==> config.mk <==
export PLATFORM = sky130hd
export DESIGN_NAME = addr_pc_unit
export DESIGN_NICKNAME = d
export VERILOG_FILES = /design/src/rtl/addr_pc_unit.sv
export SDC_FILE = /design/constraint.sdc
export NUM_CORES = 1
export LEC_CHECK = 0
export CAP_MARGIN = 20
export CORE_MARGIN = 3
export CORE_UTILIZATION = 50
export CTS_BUF_LIST = sky130_fd_sc_hd__clkbuf_16
export CTS_CLUSTER_SIZE = 10
export DETAILED_ROUTE_END_ITERATION = 10
export MAX_ROUTING_LAYER = met4
export PLACE_DENSITY_LB_ADDON = 0.15
export SLEW_MARGIN = 20
export SYNTH_ARGS = -nofsm -noshare
export SYNTH_HDL_FRONTEND = slang
export SYNTH_SLANG_ARGS = --single-unit
==> constraint.sdc <==
create_clock -name clk -period 3.2 [get_ports clk]
set_input_delay 0.64 -clock clk [delete_from_list [all_inputs] [get_ports clk]]
set_output_delay 0.64 -clock clk [all_outputs]
set_load 0.02 [all_outputs]
==> src/rtl/addr_pc_unit.sv <==
// Address / program-counter datapath stage: owns the PC, the input data latch (DL)
// and the address-bus hold latches, and resolves the ABL, ABH and DB source muxes.
module addr_pc_unit #(
  parameter int unsigned                 DATA_WIDTH = 8,
  parameter logic [2*DATA_WIDTH-1:0]     RESET_PC   = '0
) (
  input  logic                    clk,
  input  logic                    rst,
  input  logic [DATA_WIDTH-1:0]   iodb,
  input  logic [DATA_WIDTH-1:0]   ra_l,
  input  logic [DATA_WIDTH-1:0]   ra_h,
  input  logic                    rw,
  input  logic                    pci,
  input  logic                    pcl_abl,
  input  logic                    pch_abh,
  input  logic                    pcl_db,
  input  logic                    pch_db,
  input  logic                    abl_pcl,
  input  logic                    abh_pch,
  input  logic                    dl_db,
  input  logic                    dl_abl,
  input  logic                    dl_abh,
  input  logic                    ral_adl,
  input  logic                    rah_adh,
  output logic [DATA_WIDTH-1:0]   abl,
  output logic [DATA_WIDTH-1:0]   abh,
  output logic [DATA_WIDTH-1:0]   db_out,
  output logic                    db_oe,
  output logic [2*DATA_WIDTH-1:0] pc,
  output logic                    bus_err
);

  localparam int unsigned PW = 2 * DATA_WIDTH;

  logic [PW-1:0]         pc_q,       pc_d;
  logic [DATA_WIDTH-1:0] dl_q,       dl_d;
  logic [DATA_WIDTH-1:0] abl_hold_q;
  logic [DATA_WIDTH-1:0] abh_hold_q;
  logic                  bus_err_q,  bus_err_d;

  logic [DATA_WIDTH-1:0] pcl, pch;
  logic [DATA_WIDTH-1:0] abl_mux, abh_mux;
  logic [DATA_WIDTH-1:0] next_l, next_h;
  logic                  conflict;

  function automatic logic multi_hot3(input logic [2:0] v);
    return (v[0] & v[1]) | (v[0] & v[2]) | (v[1] & v[2]);
  endfunction

  assign pcl = pc_q[DATA_WIDTH-1:0];
  assign pch = pc_q[PW-1:DATA_WIDTH];

  // NOTE: every always_comb assigns a default first so no path can infer a latch.
  always_comb begin
    abl_mux = abl_hold_q;
    if (pcl_abl)      abl_mux = pcl;
    else if (dl_abl)  abl_mux = dl_q;
    else if (ral_adl) abl_mux = ra_l;
  end

  always_comb begin
    abh_mux = abh_hold_q;
    if (pch_abh)      abh_mux = pch;
    else if (dl_abh)  abh_mux = dl_q;
    else if (rah_adh) abh_mux = ra_h;
  end

  always_comb begin
    db_out = '0;
    if (dl_db)       db_out = dl_q;
    else if (pcl_db) db_out = pcl;
    else if (pch_db) db_out = pch;
  end

  assign db_oe = dl_db | pcl_db | pch_db;

  // PC loads from the muxed address of the same cycle, so a load and an increment
  // together land on the loaded address plus one.
  assign next_l = abl_pcl ? abl_mux : pcl;
  assign next_h = abh_pch ? abh_mux : pch;
  assign pc_d   = {next_h, next_l} + {{(PW-1){1'b0}}, pci};

  assign dl_d = rw ? dl_q : iodb;

  assign conflict = multi_hot3({pcl_abl, dl_abl, ral_adl})
                  | multi_hot3({pch_abh, dl_abh, rah_adh})
                  | multi_hot3({dl_db,   pcl_db, pch_db})
                  | (rw & dl_db);

  assign bus_err_d = bus_err_q | conflict;

  // NOTE: sequential state uses non-blocking assignments so every register samples
  // the pre-edge values of its peers regardless of statement order.
  always_ff @(posedge clk or posedge rst) begin
    if (rst) begin
      pc_q       <= RESET_PC;
      dl_q       <= '0;
      abl_hold_q <= '0;
      abh_hold_q <= '0;
      bus_err_q  <= 1'b0;
    end else begin
      pc_q       <= pc_d;
      dl_q       <= dl_d;
      abl_hold_q <= abl_mux;
      abh_hold_q <= abh_mux;
      bus_err_q  <= bus_err_d;
    end
  end

  assign abl     = abl_mux;
  assign abh     = abh_mux;
  assign pc      = pc_q;
  assign bus_err = bus_err_q;

endmodule
==> reports/results.txt <==
Yosys Warn Count: 0
Final Hold Violating Endpoints: 0
slew margin rel.: 0.631
H-Tree Depth: 2
multi-input logic area: 1390 um^2
Post-synth EDFFs: 0
peak supply drop: 0.000341 V
area grow syn2layout: 46.3%
largest net degree at the start of global routing: 42
worst clock skew: 0.00747 ns
CTS clock-pin slew for the worst setup and hold paths: 0.05 ns
Setup crit end kind: output pin
Hold Path Depth: 2
syn nets: 313
Num Clock Sinks: 41
power per cell area: 568 nW/um^2
placed wire-length estimate: 5480 um
ys async rst share: 1.00
Buffers on Ports: 80
Sequential Area: 1030 um^2
R2R depth: 11
crit start category: input port
Worst EP required: 2.56 ns
final core utilization: 0.765
Via Count: 2371
Worst-Margin Slew: 0.551 ns
worst endpoint data arrival time: 2.43 ns
endpoints failing setup: 0
core area: 4790 um^2
Die Span Y: 76.7 um
crit path time final: 3.07 ns
antenna cells: 0
CP cell instances: clkdlybuf4s50_1 -> buf_4 -> mux2_2 -> mux2i_1 -> o21ai_0 -> dlygate4sd2_1
post-synthesis sequential area ratio: 0.410
io pins: 81
HP Class: reg -> reg
slowest CP cell: clkdlybuf4s50_1
drc violations: 0
post-synthesis instance total: 272
Synth Flop Type: dfrtp_1
Slew Limit Fails: 0
Critical Path Fanout Max: 9
# nets final: 407
syn avg cell area: 9.20 um^2
vias in the first global route: 2349
Worst R2R Setup Slack: 0.90 ns
clock latency on the worst-skew pair: 0.29 ns
die area: 5890 um^2
CTS Buf Count: 5
FF+latch count, synth: 41
Antenna Nets Post-Route: 0
drt via density: 5.46
mapped cell area: 2500 um^2
die width: 76.7 um
distinct cell type count after synthesis: 41
outcome: finished clean
Leakage: 0.00164 uW
DR pass1 iterations: 4
antenna violations before repair: 0
CTS tree: built
Core Rows: 25
Max-Cap Viols: 0
grt ovf: 0
Clock Path Buffers: 2
Post-CTS Hold Buffers: 0
FMAX: 326 MHz
Hold WS: 0.484 ns
starting density of the core: 0.523
gpl congestion: 0.858
fin crit share: 0.959
layout cells sized above 1: 0.150
fill count: 359
All-Layer GR Usage: 0.266
Crit Path Class: in -> out
first-pass GRT wire length: 12000 um
final wirelength: 7370 um
crit-path max cell delay: 0.53 ns
Clock Root Buffer: clkbuf_16
routed len/inst: 17.0 um
RSZ-0062 raised after global routing: false
initial DRC count: 178
## routing by layer
| layer | vias up | GRT usage | share of wire |
|---|---|---|---|
| li1 | 1125 | - | - |
| met1 | 1146 | 0.350 | 0.45 |
| met2 | 87 | 0.420 | 0.47 |
| met3 | 13 | 0.0505 | 0.063 |
| met4 | 0 | 0.0797 | 0.017 |
| met5 | - | - | 0 |
## area by class of cell
| cell class | instances | share of cell area |
|---|---|---|
| clock buffer | 5 | 0.0342 |
| sequential | 41 | 0.280 |
| multi-input combinational | 210 | 0.379 |
| timing repair buffer | 103 | 0.275 |
| clock inverter | 3 | 0.00342 |
| inverter | 5 | 0.00512 |
| tap | 67 | 0.0229 |
## flip-flops by register name, indices dropped and copies added, names as in the netlist
register,count
abh_hold_q,8
bus_err,1
dl_q,8
abl_hold_q,8
pc,16
## per-stage QoR
step	cells	power, uW	worst slack, ns	TNS [ns]	cell area, um^2
6_report	434	2080	0.131	0	3660
5_1_grt	434	2180	0.0497	0	3660
4_1_cts	433	2080	0.00205	0	3630
3_5_place_dp	425	1610	-0.0748	-0.180	3500
3_3_place_gp	425	1590	-0.0470	-0.0534	3500
2_1_floorplan	272	1180	0.152	0	2500
## worst paths after layout
| check | from | endpoint |
|---|---|---|
| max in group asynchronous | rst | abh_hold_q[4]$_DFF_PP0_ |
| max | rah_adh | abh[4] |
| min reg2reg | bus_err$_DFF_PP0_ | bus_err$_DFF_PP0_ |
| min in group asynchronous | rst | dl_q[4]$_DFFE_PP0N_ |
| min | bus_err$_DFF_PP0_ | bus_err$_DFF_PP0_ |
| max reg2reg | dl_q[0]$_DFFE_PP0N_ | pc[12]$_DFF_PP0_ |
## cell families after synthesis
family | Yosys count | synth area share
multiplexers | 39 | 0.167
flip-flops | 41 | 0.410
XOR/XNOR | 15 | 0.0525
adder cells (fa/ha/maj) | 3 | 0.0140
AND/OR/NAND/NOR | 96 | 0.173
AO/OA/AOI/OAI | 57 | 0.147
buffers and inverters | 21 | 0.0370
## cells in the mapped netlist, types with 3 or more instances
cell type	instances	share of area
xor2_1	4	0.014
nand2_1	44	0.066
clkbuf_1	8	0.012
xnor2_1	11	0.038
nand2b_1	7	0.017
and3_1	3	0.0075
o21a_1	3	0.0090
mux2_2	20	0.090
nor2b_1	7	0.017
a21oi_1	17	0.034
mux2i_1	17	0.068
o21ai_0	23	0.046
buf_2	5	0.010
nor2_1	20	0.030
inv_1	4	0.0060
dfrtp_1	41	0.41
nand3_1	8	0.016
## report_power, final
group | leakage (uW) | internal (uW) | total, uW | switching, uW
sequential | 0.000490 | 627 | 755 | 127
clock | 0.0000687 | 282 | 484 | 202
combinational | 0.00109 | 415 | 840 | 425
## worst max-delay path, delay by kind of cell
family,cells,cell delay (ns)
muxes,2,0.54
AOI/OAI and AO/OA,1,0.15
buffers and inverters,3,1.10
## what timing repair did
action	in CTS	in global routing
buffers inserted	0	1
setup endpoints to repair	9	12
gates resized for setup	8	9
pin swaps	1	1
## cells in the final DEF (no fill, tap or decap), drive strengths merged, types with 2 or more instances in the layout
cell           instances
nor2b                  7
nand2                 44
buf                   23
clkbuf                 5
o21a                   3
xnor2                 11
clkdlybuf4s50         64
xor2                   4
inv                    5
dlymetal6s2s           8
a21oi                 17
ha                     2
nand2b                 7
mux2                  22
a21o                   2
nand4                  2
o211ai                 2
nand3                  8
clkinv                 3
and3                   3
dfrtp                 41
nor2                  20
dlygate4sd2            8
o21ai                 23
a211oi                 2
mux2i                 17
Power figures use the tool's default switching activity.
